--- src/rtl/thor2023_ic_refill_pkg.sv ---
// rtl/thor2023_ic_refill_pkg.sv - shared types and line geometry for the I-cache refill controller
package Thor2023Pkg;

  // Refill controller states
  typedef enum logic [1:0] {
    IDLE  = 2'd0,
    FETCH = 2'd1,
    WRITE = 2'd2
  } ic_refill_state_t;

  localparam int ICACHE_LINE_BITS = 512;
  localparam int ICACHE_BEATS     = 4;

endpackage

--- src/rtl/thor2023_ic_waysel.sv ---
// rtl/thor2023_ic_waysel.sv - replacement way selector (round-robin, or LFSR when THOR2023_IC_LFSR_EN is defined)
module thor2023_ic_waysel (
  input  logic       clk,
  input  logic       rst,
  input  logic       adv,
  output logic [1:0] way
);

`ifdef THOR2023_IC_LFSR_EN
  logic [15:0] lfsr;
  // The LFSR free-runs; accepted misses do not influence it
  logic        unused_adv;
  assign unused_adv = adv;

  // 16-bit maximal Fibonacci LFSR, taps 16,14,13,11, stepped every cycle
  always_ff @(posedge clk or posedge rst) begin
    if (rst) lfsr <= 16'h0001;
    else     lfsr <= {lfsr[14:0], lfsr[15] ^ lfsr[13] ^ lfsr[12] ^ lfsr[10]};
  end

  assign way = lfsr[1:0];
`else
  logic [1:0] cnt;

  // Round-robin counter, advanced once per accepted miss
  always_ff @(posedge clk or posedge rst) begin
    if (rst)      cnt <= 2'd0;
    else if (adv) cnt <= cnt + 2'd1;
  end

  assign way = cnt;
`endif

endmodule

--- src/rtl/thor2023_ic_refill.sv ---
// rtl/thor2023_ic_refill.sv - I-cache miss/refill controller; THOR2023_IC_LFSR_EN selects LFSR replacement
module thor2023_ic_refill
  import Thor2023Pkg::*;
#(
  parameter int LINES     = 256,
  parameter int WAYS      = 4,
  parameter int AWID      = 32,
  parameter int TAGBIT    = 14,
  parameter int BUSW      = 128,
  parameter int LINEBYTES = ICACHE_LINE_BITS / 8
) (
  input  logic                       clk,
  input  logic                       rst,
  input  logic                       miss_req,
  input  logic [AWID-1:0]            miss_adr,
  input  logic                       invall,
  input  logic                       invline,
  input  logic [AWID-1:0]            inv_adr,
  output logic                       busy,
  output logic                       m_cyc,
  output logic                       m_stb,
  output logic [AWID-1:0]            m_adr,
  input  logic                       m_ack,
  input  logic                       m_err,
  input  logic [BUSW-1:0]            m_dat_i,
  output logic                       wr,
  output logic [1:0]                 wr_way,
  output logic [$clog2(LINES)-1:0]   wr_ndx,
  output logic [AWID-TAGBIT-1:0]     wr_tag,
  output logic [LINEBYTES*8-1:0]     wr_data,
  output logic [LINES-1:0]           valid [0:WAYS-1],
  output logic                       done,
  output logic                       err
);

  localparam int NDXW  = $clog2(LINES);
  localparam int BEATS = LINEBYTES * 8 / BUSW;
  localparam int BW    = (BEATS > 1) ? $clog2(BEATS) : 1;
  localparam int OFFW  = $clog2(LINEBYTES);

  ic_refill_state_t state, state_nxt;
  logic [BW-1:0]    beat;
  logic             accept;
  logic [1:0]       sel_way;
  logic [NDXW-1:0]  inv_ndx;
  logic             unused_bits;

  assign inv_ndx     = inv_adr[TAGBIT-1 -: NDXW];
  assign busy        = (state != IDLE);
  assign unused_bits = ^{miss_adr[OFFW-1:0], inv_adr[AWID-1:TAGBIT], inv_adr[TAGBIT-NDXW-1:0]};

  thor2023_ic_waysel u_waysel (
    .clk (clk),
    .rst (rst),
    .adv (accept),
    .way (sel_way)
  );

  // State register
  always_ff @(posedge clk or posedge rst) begin
    if (rst) state <= IDLE;
    else     state <= state_nxt;
  end

  // Next-state decode; a bus error aborts the fetch regardless of ack
  always_comb begin
    state_nxt = state;
    accept    = 1'b0;
    case (state)
      IDLE: begin
        if (miss_req) begin
          accept    = 1'b1;
          state_nxt = FETCH;
        end
      end
      FETCH: begin
        if (m_err)                                   state_nxt = IDLE;
        else if (m_ack && beat == BW'(BEATS - 1))    state_nxt = WRITE;
      end
      WRITE:   state_nxt = IDLE;
      default: state_nxt = IDLE;
    endcase
  end

  // Bus master, line assembly and registered write/status pulses
  always_ff @(posedge clk or posedge rst) begin
    if (rst) begin
      m_cyc   <= 1'b0;
      m_stb   <= 1'b0;
      m_adr   <= '0;
      beat    <= '0;
      wr      <= 1'b0;
      wr_way  <= 2'd0;
      wr_ndx  <= '0;
      wr_tag  <= '0;
      wr_data <= '0;
      done    <= 1'b0;
      err     <= 1'b0;
    end else begin
      wr   <= 1'b0;
      done <= 1'b0;
      err  <= 1'b0;
      if (accept) begin
        m_cyc  <= 1'b1;
        m_stb  <= 1'b1;
        m_adr  <= {miss_adr[AWID-1:OFFW], {OFFW{1'b0}}};
        beat   <= '0;
        wr_way <= sel_way;
        wr_ndx <= miss_adr[TAGBIT-1 -: NDXW];
        wr_tag <= miss_adr[AWID-1:TAGBIT];
      end
      if (state == FETCH) begin
        if (m_err) begin
          m_cyc <= 1'b0;
          m_stb <= 1'b0;
          err   <= 1'b1;
        end else if (m_ack) begin
          wr_data[int'(beat)*BUSW +: BUSW] <= m_dat_i;
          beat <= beat + 1'b1;
          if (beat == BW'(BEATS - 1)) begin
            m_cyc <= 1'b0;
            m_stb <= 1'b0;
            wr    <= 1'b1;
            done  <= 1'b1;
          end else begin
            m_adr <= m_adr + AWID'(BUSW / 8);
          end
        end
      end
    end
  end

  // Valid arrays; invalidation is applied last so it beats a same-edge fill
  always_ff @(posedge clk or posedge rst) begin
    if (rst) begin
      for (int w = 0; w < WAYS; w++) valid[w] <= '0;
    end else if (invall) begin
      for (int w = 0; w < WAYS; w++) valid[w] <= '0;
    end else begin
      if (state == WRITE) valid[wr_way][wr_ndx] <= 1'b1;
      if (invline) begin
        for (int w = 0; w < WAYS; w++) valid[w][inv_ndx] <= 1'b0;
      end
    end
  end

endmodule

--- config.mk ---
export PLATFORM = sky130hd
export DESIGN_NAME = thor2023_ic_refill
export DESIGN_NICKNAME = d
export VERILOG_FILES = /design/src/rtl/thor2023_ic_refill_pkg.sv /design/src/rtl/thor2023_ic_waysel.sv /design/src/rtl/thor2023_ic_refill.sv
export SDC_FILE = /design/constraint.sdc
export NUM_CORES = 2
export LEC_CHECK = 0
export BUFFER_PORTS_ARGS = -buffer_cell sky130_fd_sc_hd__buf_2
export CAP_MARGIN = 25
export CORE_AREA = 5 5 699 701
export DETAILED_ROUTE_END_ITERATION = 16
export DIE_AREA = 0 0 704 706
export GPL_TIMING_DRIVEN = 0
export PLACE_DENSITY = 0.37
export SLEW_MARGIN = 20
export SYNTH_ARGS = -nofsm -noshare
export SYNTH_HDL_FRONTEND = slang
export SYNTH_HIERARCHICAL = 1
export SYNTH_SLANG_ARGS = --single-unit
export TNS_END_PERCENT = 50
--- constraint.sdc ---
create_clock -name clk -period 78 [get_ports clk]
set_clock_uncertainty 0.1 [all_clocks]
set_input_delay 23.4 -clock clk [delete_from_list [all_inputs] [get_ports clk]]
set_output_delay 23.4 -clock clk [all_outputs]
set_load 0.02 [all_outputs]
==> flow_summary.ini <==
[global_routing]
grt_pass1_vias = 58940
grt_pass1_wl_um = 644800
grt_overflow_total = 0
grt_antenna_before_repair = 72
grt_max_degree = 98
grt_usage = 0.1953

[final_layout]
multiInputGateArea_um2 = 20370
seq_area_um2 = 40190
final_common_cell = buf_2
syn2layout_area_growth_pct = 41.65
mostFrequentLayoutCells = 1882 x buf_2, 1606 x dfrtp_1, 1329 x nor2_1
stdcell_count = 15180
final_net_count = 8759
drive_gt1_frac = 0.2762
fillCellCount = 54340

[floorplanning]
io_pins = 1801
std_cell_rows = 255
coreArea_um2 = 481100
dieHeight_um = 706
die_area_um2 = 497000
initial_core_util = 0.1296
die_x_um = 704

[clocking]
postCtsSetupBuffers = 0
cts_max_path_buffers = 4
insertion_delay_ns = 0.93
cts_sinks = 1606
cts_tree = yes
ctsHoldBuffers = 0
post_cts_resized = 0
cts.reportedPaths.clkPinSlew_ns = 0.05
root_buffer = clkbuf_16
h-tree-depth = 4
numCtsBuffers = 208

[outcome]
outcome = completed

[placement]
dp.cells = 14770
portBuffers = 1768
dp_hpwl_um = 412700
gp_congestion = 0.8570
dp_slack_ns = 51.12

[power]
cellPowerDensity_nw_per_um2 = 25.84
p_leak_nw = 43.70
ir_drop_v = 0.00001772

[drt]
via_per_inst = 3.908
drtAntennaViolNets = 0
vias = 59330
drc = 0
wirelength_um = 504500
wl_per_cell_um = 33.23
drt-pass1-iter-count = 7
drtIter0Drc = 4861

[worst_hold_path]
hold_end = wr_data[23]
hold_path_depth = 2
hp-class = flop to flop
hp-start = wr_data[23]

[worst_setup_path]
worstPathArrival_ns = 26.49
worstRegToRegCells = 6
r2r-end = valid[1005]
ff2ff_setup_slack_ns = 73.76
path_max_fanout = 10
path_class = input pin to flop
r2r_start = wr_ndx[5]
worst_setup_path_end_kind = flop
crit_required_ns = 78.60
startpoint_type = input pin

[synthesis]
syn_inst = 6500
yosysSeqAreaShare = 0.6446
synth.area.top_cells = dfrtp_1 64%, a21oi_1 8.3%, nor2_1 8.0%, nand2_1 7.0%, o21ai_0 4.2%
synth-edff-count = 0
ys_warn_count = 6
async_reset_ff_frac = 1.000
syn_area_um2 = 62350
synth-seq-cells = 1606
yosysTopAreaCellShare = 0.6446
ys.flop_type = dfrtp_1
syn_avg_cell_area_um2 = 9.592
synth_nets = 6706
synth_top_cell_by_area = dfrtp_1
ys_types = 56

[sta]
drv_slew = 0
finalCritPeriodShare = 0.3319
rsz0062_at_grt = no
final.min_clock_period_ns = 25.89
fin_ws_ns = 52.11
setup_viol = 0
fmax_ghz = 0.03863
finalHoldViolCount = 0
tightest_slew_ns = 1.138
slew_headroom = 0.2387
setup_tns_ns = 0

[run]
drv_cap = 0
-- layout make-up --
cell class | instances | share of cell area
flip-flops and latches | 1606 | 0.4550
repair buffers | 1843 | 0.1181
clock buffers | 308 | 0.06976
diodes | 30 | 0.0008500
clock inverters | 74 | 0.01245
inverters | 12 | 0.0005950
multi-input cells | 4484 | 0.2306
well taps | 6425 | 0.09102
plain buffers | 398 | 0.02156
-- through the flow --
stage	utilization	hold slack [ns]	cell area, um^2	power (mW)
6_report	0.1836	0.3712	88320	2.282
5_1_grt	0.1834	0.3844	88250	2.370
4_1_cts	0.1834	0.3763	88230	2.325
3_5_place_dp	0.1683	0.3626	80970	1.270
3_3_place_gp	0.1647	0.3563	79240	1.267
2_1_floorplan	-	0.3450	62350	1.062
-- where the power goes --
part	switching (mW)	total (mW)	internal (mW)
logic	0.264	0.336	0.0720
registers	0.0348	0.909	0.874
clock network	0.426	1.04	0.611
-- registers in the layout (all words and copies together), names as in the netlist --
signal	cells
beat	2
done	1
err	1
m_adr	32
m_cyc	1
m_stb	1
state	2
u_waysel/way	2
valid	1024
wr_data	512
wr_ndx	8
wr_tag	18
wr_way	2
-- logic make-up (layout without fill, tap and decap cells) --
| logic type | after synthesis | in the layout | synth area share |
|---|---|---|---|
| AND/OR/NAND/NOR | 2627 | 2627 | 0.1638 |
| adder cells (fa/ha/maj) | 7 | 7 | 0.001405 |
| AO/OA/AOI/OAI | 1844 | 1844 | 0.1597 |
| XOR/XNOR | 5 | 5 | 0.0007023 |
| flip-flops | 1606 | 1606 | 0.6446 |
| other | 0 | 30 | 0 |
| multiplexers | 1 | 1 | 0.0001605 |
| buffers and inverters | 410 | 2635 | 0.02966 |
-- worst max-delay path: stages --
cell,delay [ns]
buf_2,0.22
clkbuf_1,0.63
nand3_1,0.99
o21bai_1,1.13
nor2_1,0.12
-- synth_stat cells, types with 4 or more instances --
cell and instances:
o22ai_1 5, dfrtp_1 1606, clkbuf_1 240, nor3_1 14
nor4_1 5, o21bai_1 80, nor2b_1 10, and3_1 4
nand3_1 34, buf_4 6, a211oi_1 6, and2_1 7
buf_6 20, nor3b_1 6, nor2_1 1331, buf_1 22
o21ai_0 526, or2_2 6, ha_1 7, inv_1 11
o211ai_1 6, xor2_1 4, nand4_1 15, buf_2 110
a21oi_1 1030, nand2_1 1169, nand2b_1 8, a21o_1 178
-- how the worst max path moves through the flow --
stage          startpoint      endpoint  slack (ns)  cells after the start
4_1_cts          state[1]          busy       51.99                      4
5_1_grt        inv_adr[7]    valid[995]       52.01                      5
3_3_place_gp          rst  wr_data[129]      -17.75                      2
2_1_floorplan         rst       beat[0]        9.24                      1
6_report       inv_adr[6]    valid[995]       52.11                      5
3_5_place_dp   inv_adr[7]    valid[483]       51.12                      5
-- routing by layer --
metal	global-route usage	part of all wire	up-vias
li1	-	-	25810
met1	0.2256	0.39	30290
met2	0.3384	0.49	2596
met3	0.05433	0.073	621
met4	0.08098	0.050	18
met5	0	0.00024	-
Note: power is estimated with default switching activity, not from simulation.
